**src/rtl/memory_stage.sv**
```systemverilog
// Memory stage of the in-order pipeline. It waits for the data-memory response
// of a load/store, extracts load data (including LWL/LWR merges with rt), and
// registers the writeback payload whenever the writeback stage is ready.
// It also forwards the current result to decode.
`ifndef I_MAX
`define I_MAX 8
`endif
`ifndef I_MEM_R
`define I_MEM_R 0
`endif
`ifndef I_MEM_W
`define I_MEM_W 1
`endif
`ifndef I_WEX
`define I_WEX 2
`endif

module memory_stage (
  input  logic              clk,
  input  logic              reset,
  input  logic              valid_i,
  input  logic [31:0]       pc_i,
  input  logic [31:0]       inst_i,
  input  logic [`I_MAX-1:0] ctrl_i,
  input  logic [31:0]       result_i,
  input  logic [31:0]       eaddr_i,
  input  logic [31:0]       rdata2_i,
  input  logic [4:0]        waddr_i,
  output logic              done_o,
  input  logic [31:0]       data_rdata,
  input  logic              data_data_ok,
  input  logic              ready_i,
  output logic [4:0]        fwd_addr,
  output logic [31:0]       fwd_data,
  output logic              fwd_ok,
  output logic              valid_o,
  output logic [31:0]       pc_o,
  output logic [31:0]       inst_o,
  output logic [4:0]        waddr_o,
  output logic [31:0]       wdata_o,
  output logic              wen_o
);

  // Primary opcodes of the load instructions; load width is taken from inst_i.
  localparam logic [5:0] OP_LB  = 6'h20;
  localparam logic [5:0] OP_LH  = 6'h21;
  localparam logic [5:0] OP_LWL = 6'h22;
  localparam logic [5:0] OP_LW  = 6'h23;
  localparam logic [5:0] OP_LBU = 6'h24;
  localparam logic [5:0] OP_LHU = 6'h25;
  localparam logic [5:0] OP_LWR = 6'h26;

  typedef enum logic [1:0] {
    S_IDLE = 2'd0,
    S_WAIT = 2'd1,
    S_HELD = 2'd2
  } state_t;

  state_t      state_q, state_d;
  logic [31:0] rdata_hold_q, rdata_hold_d;
  logic        valid_q, wen_q;
  logic [31:0] pc_q, inst_q, wdata_q;
  logic [4:0]  waddr_q;

  logic        mem_op;
  logic        is_load;
  logic        done;
  logic [31:0] load_word;
  logic [31:0] wdata;

  // Select the loaded bytes by opcode and address offset; unaligned LWL/LWR
  // merge the loaded word with the old rt value.
  function automatic logic [31:0] load_extract(input logic [5:0]  op,
                                               input logic [1:0]  off,
                                               input logic [31:0] m,
                                               input logic [31:0] rt);
    logic [31:0]        shifted;
    logic signed [7:0]  sb;
    logic signed [15:0] sh;
    logic signed [31:0] sx;
    logic [31:0]        r;
    shifted = m >> {off, 3'b000};
    sb      = signed'(shifted[7:0]);
    sh      = signed'(off[1] ? m[31:16] : m[15:0]);
    sx      = '0;
    r       = m;
    case (op)
      OP_LB: begin
        sx = sb;
        r  = sx;
      end
      OP_LBU: r = {24'd0, shifted[7:0]};
      OP_LH: begin
        sx = sh;
        r  = sx;
      end
      OP_LHU: r = {16'd0, (off[1] ? m[31:16] : m[15:0])};
      OP_LWL: begin
        case (off)
          2'd0:    r = {m[7:0],  rt[23:0]};
          2'd1:    r = {m[15:0], rt[15:0]};
          2'd2:    r = {m[23:0], rt[7:0]};
          default: r = m;
        endcase
      end
      OP_LWR: begin
        case (off)
          2'd0:    r = m;
          2'd1:    r = {rt[31:24], m[31:8]};
          2'd2:    r = {rt[31:16], m[31:16]};
          default: r = {rt[31:8],  m[31:24]};
        endcase
      end
      OP_LW:   r = m;
      default: r = m;
    endcase
    return r;
  endfunction

  // Completion, load data selection, forwarding and next-state decode.
  always_comb begin
    mem_op    = ctrl_i[`I_MEM_R] | ctrl_i[`I_MEM_W];
    is_load   = ctrl_i[`I_MEM_R];
    done      = valid_i && (!mem_op || data_data_ok || (state_q == S_HELD));
    load_word = (state_q == S_HELD) ? rdata_hold_q : data_rdata;
    wdata     = is_load ? load_extract(inst_i[31:26], eaddr_i[1:0], load_word, rdata2_i)
                        : result_i;

    // A response is only meaningful for a valid memory op; a stray strobe in
    // IDLE without a valid instruction changes nothing.
    rdata_hold_d = rdata_hold_q;
    if (data_data_ok && valid_i && mem_op && (state_q != S_HELD))
      rdata_hold_d = data_rdata;

    state_d = state_q;
    case (state_q)
      S_IDLE: begin
        if (valid_i && mem_op) begin
          if (!data_data_ok)
            state_d = S_WAIT;
          else if (!ready_i)
            state_d = S_HELD;  // response in entry cycle but writeback stalled: keep it
        end
      end
      S_WAIT: begin
        if (data_data_ok)
          state_d = ready_i ? S_IDLE : S_HELD;
      end
      S_HELD: begin
        if (ready_i)
          state_d = S_IDLE;
      end
      default: state_d = S_IDLE;
    endcase
  end

  assign done_o   = done;
  assign fwd_addr = valid_i ? waddr_i : 5'd0;
  assign fwd_data = wdata;
  assign fwd_ok   = valid_i && done;

  // State, captured response and writeback payload; payload advances only when
  // writeback accepts it.
  always_ff @(posedge clk) begin
    if (reset) begin
      state_q      <= S_IDLE;
      rdata_hold_q <= '0;
      valid_q      <= 1'b0;
      wen_q        <= 1'b0;
      pc_q         <= '0;
      inst_q       <= '0;
      wdata_q      <= '0;
      waddr_q      <= '0;
    end else begin
      state_q      <= state_d;
      rdata_hold_q <= rdata_hold_d;
      if (ready_i) begin
        valid_q <= valid_i && done;
        pc_q    <= pc_i;
        inst_q  <= inst_i;
        waddr_q <= waddr_i;
        wdata_q <= wdata;
        wen_q   <= valid_i && done && (ctrl_i[`I_WEX] || ctrl_i[`I_MEM_R])
                   && (waddr_i != 5'd0);
      end
    end
  end

  assign valid_o = valid_q;
  assign pc_o    = pc_q;
  assign inst_o  = inst_q;
  assign waddr_o = waddr_q;
  assign wdata_o = wdata_q;
  assign wen_o   = wen_q;

  logic unused_bits;
  assign unused_bits = ^{inst_i[25:0], eaddr_i[31:2], ctrl_i};

endmodule

```
**config.mk**
```make
export PLATFORM = sky130hd
export DESIGN_NAME = memory_stage
export DESIGN_NICKNAME = d
export VERILOG_FILES = /design/src/rtl/memory_stage.sv
export SDC_FILE = /design/constraint.sdc
export NUM_CORES = 1
export LEC_CHECK = 0
export ABC_AREA = 1
export ABC_CLOCK_PERIOD_IN_PS = 2800
export CAP_MARGIN = 10
export CELL_PAD_IN_SITES_DETAIL_PLACEMENT = 1
export CELL_PAD_IN_SITES_GLOBAL_PLACEMENT = 1
export CORE_MARGIN = 10
export CORE_UTILIZATION = 30
export CTS_CLUSTER_SIZE = 30
export DETAILED_ROUTE_END_ITERATION = 8
export GPL_TIMING_DRIVEN = 0
export PLACE_DENSITY_LB_ADDON = 0.05
export SLEW_MARGIN = 40
export SYNTH_ARGS = -nofsm -noshare
export SYNTH_HDL_FRONTEND = slang
export SYNTH_SLANG_ARGS = --single-unit
```
**constraint.sdc**
```tcl
create_clock -name clk -period 2.8 [get_ports clk]
set_input_delay 0.28 -clock clk [delete_from_list [all_inputs] [get_ports clk]]
set_output_delay 0.28 -clock clk [all_outputs]
set_load 0.005 [all_outputs]
```
==> flow_summary.ini <==
[worst_setup_path]
arrival_ps = 2570
crit_required_ps = 2520
start_kind = flip-flop
end_kind = output port
crit_type = flip-flop to output port
cp_max_fo = 10

[routing]
detail_route.iter0.violations = 666
first_pass_iters = 5
dr_wl_met2_um = 23300
wl_met1_um = 18400
vias_per_cell = 5.03
ant_nets = 0
wl_per_cell_um = 20.9
drc_errors = 0
dr_wl_met3_um = 3310
vias = 11225
routed_wl_um = 46600
dr.max_layer_used = met5

[global_routing]
grt_overflow = 0
grt_max_degree = 17
antenna_found_initial = 7
grt_usage_pct = 25.5
grt_pass1_vias = 11928
grt_pass1_wl_um = 70300

[power_and_ir_drop]
pwr-share-clk_pct = 38.5
combPwrFrac_pct = 26.5
internal_power_mw = 4.18
swShare_pct = 32.3
total_power_mw = 6.18
p_leak_nw = 6.18
p_sw_mw = 1.99
seqPwrFrac_pct = 35.0
irDropWorstVdd_mv = 0.343
powerDensity_nw_per_um2 = 458

[outcome]
violations = setup timing
outcome = finished, violations left

[clocking]
clock_path_buffers = 2
clkLatencyLatePin_ps = 440
cts_hold_buf = 0
clock_sinks = 137
tritoncts = done
root_buffer = clkbuf_16
htree_num_levels = 4
numCtsBuffers = 17
clk_pin_slew_worst_paths_ps = 60

[layout]
finish.instance_area_um2 = 13500
syn2layout_area_growth_pct = 60.0
most-common-layout-cells = nand2_1 (378), nor2_1 (288), clkdlybuf4s50_1 (280)
drive_above_1_share_pct = 13.4
fin_nets = 2047
final_cells = 2232
layout_commonest_cell = nand2_1
utilization_pct = 48.6

[sta]
rsz0062_at_grt = true
tightest_slew_ps = 771
setup_viol = 2
max_freq_mhz = 351
slew_headroom_pct = 48.6
fin_worst_skew_ps = 21.4
period_share_pct = 102
hold_violations = 0
fin_crit_ps = 2850
final.setup.worst_slack_ps = -51.8
timing.hold.ws_ps = 216
slew_violations = 0

[synth]
synth_top_area_share_pct = 32.5
netlist_instances = 1474
syn_nets = 1684
avgSynthCellArea_um2 = 5.72
synth_area_leaders = dfxtp_1 (33%), nand2_1 (20%), nor2_1 (13%), nand3_1 (8.5%), o21ai_0 (8.0%)
ys_types = 29
synth_area_um2 = 8430
yosysTopAreaCell = dfxtp_1
ys_ff_latch = 137
yosysWarnings = 0
ys_seq_area_share_pct = 32.5

[floorplan]
row_count = 61
core_area_um2 = 27800
die_height_um = 188
die_w_um = 188
die-area_um2 = 35200
io_pins = 352
initial_utilization_pct = 30.4

[run]
max-cap-violations = 0

[place]
numPortBuffers = 314
placed_area_um2 = 12000
routabilityCongestion = 0.953
dp.cells = 2166
hpwl_um = 36700

[hold_path]
timing.hold.worst.class = primary input to flip-flop
## cells by family (layout without fill, tap and decap cells)
family / Yosys count / in the layout / share of synthesized area, %
DFF: 137 / 137 / 32.5
other: 0 / 5 / 0
buffers and inverters: 204 / 579 / 9.93
AOI/OAI and AO/OA: 217 / 217 / 13.4
and+or+nand+nor: 916 / 916 / 44.1
## worst max-delay path, stage by stage (launching register included)
cell             delay (ps)
dfxtp_4                 410
inv_2                    80
nor2_4                  120
buf_6                   130
buf_6                   140
nand2_1                  70
nand2_2                 110
nand2_1                  70
nand3_1                  80
nand2_1                  60
nand2_2                  90
inv_1                    60
nand2_2                  50
nand2_1                  80
nand2_1                  80
clkdlybuf4s50_1         510
## power by group through the flow
stage	sequential, mW	clock, mW	combinational, mW
2_1_floorplan	2.20	0	0.627
3_3_place_gp	2.20	0	1.51
3_5_place_dp	2.20	0	1.53
4_1_cts	2.16	2.42	1.59
5_1_grt	2.18	2.51	1.78
6_report	2.16	2.38	1.63
## Yosys cell counts, drive strengths merged
master,count
or2,10
a21oi,60
buf,31
nand4,2
nor3,4
nor2,301
nand3b,3
o21ai,141
a2111oi,1
dfxtp,137
nand2,452
a31oi,8
o2111ai,1
inv,116
o211ai,5
clkbuf,57
a32oi,1
nand3,144
## layer usage
layer	track usage, %	up-vias
li1	-	5392
met1	27.8	5416
met2	45.7	334
met3	7.76	77
met4	9.38	6
met5	0	-
## metrics by stage
step                setup TNS (ps)  setup WS (ps)
global route                  -688           -196
finish                       -99.1          -51.8
detailed placement          -18460           -693
floorplan                        0           1070
global placement            -19210           -712
CTS                           -435           -126
## cell type report
cell class / instances / area, um2
Antenna cell: 5 / 12.5
Buffer: 88 / 537
Clock buffer: 17 / 425
Clock inverter: 14 / 165
Fill cell: 3781 / 14300
Inverter: 116 / 444
Multi-Input combinational cell: 1133 / 5280
Sequential cell: 137 / 2750
Tap cell: 378 / 473
Timing Repair Buffer: 344 / 3400
## worst paths after layout
kind / to / cells past startpoint / from / slack (ps)
worst max register to register: rdata_hold_q[30] / 8 / state_q[0] / 650
worst min register to register: valid_o / 2 / valid_o / 490
worst max-delay path: fwd_data[22] / 15 / state_q[1] / -50
worst min-delay path: inst_o[26] / 3 / inst_i[26] / 220
## sequential cells by signal (all words and copies together) (netlist names)
| register | count |
|---|---|
| inst_o | 32 |
| pc_o | 32 |
| rdata_hold_q | 32 |
| wdata_o | 32 |
| waddr_o | 5 |
| state_q | 2 |
| valid_o | 1 |
| wen_o | 1 |
## repair_timing
item / in CTS / in global routing
cloned: 1 / 0
setup buffers: 17 / 12
endpoints found under the setup margin: 32 / 26
pin swaps: 16 / 16
gates resized for setup: 157 / 69
(Power assumes the default switching activity.)
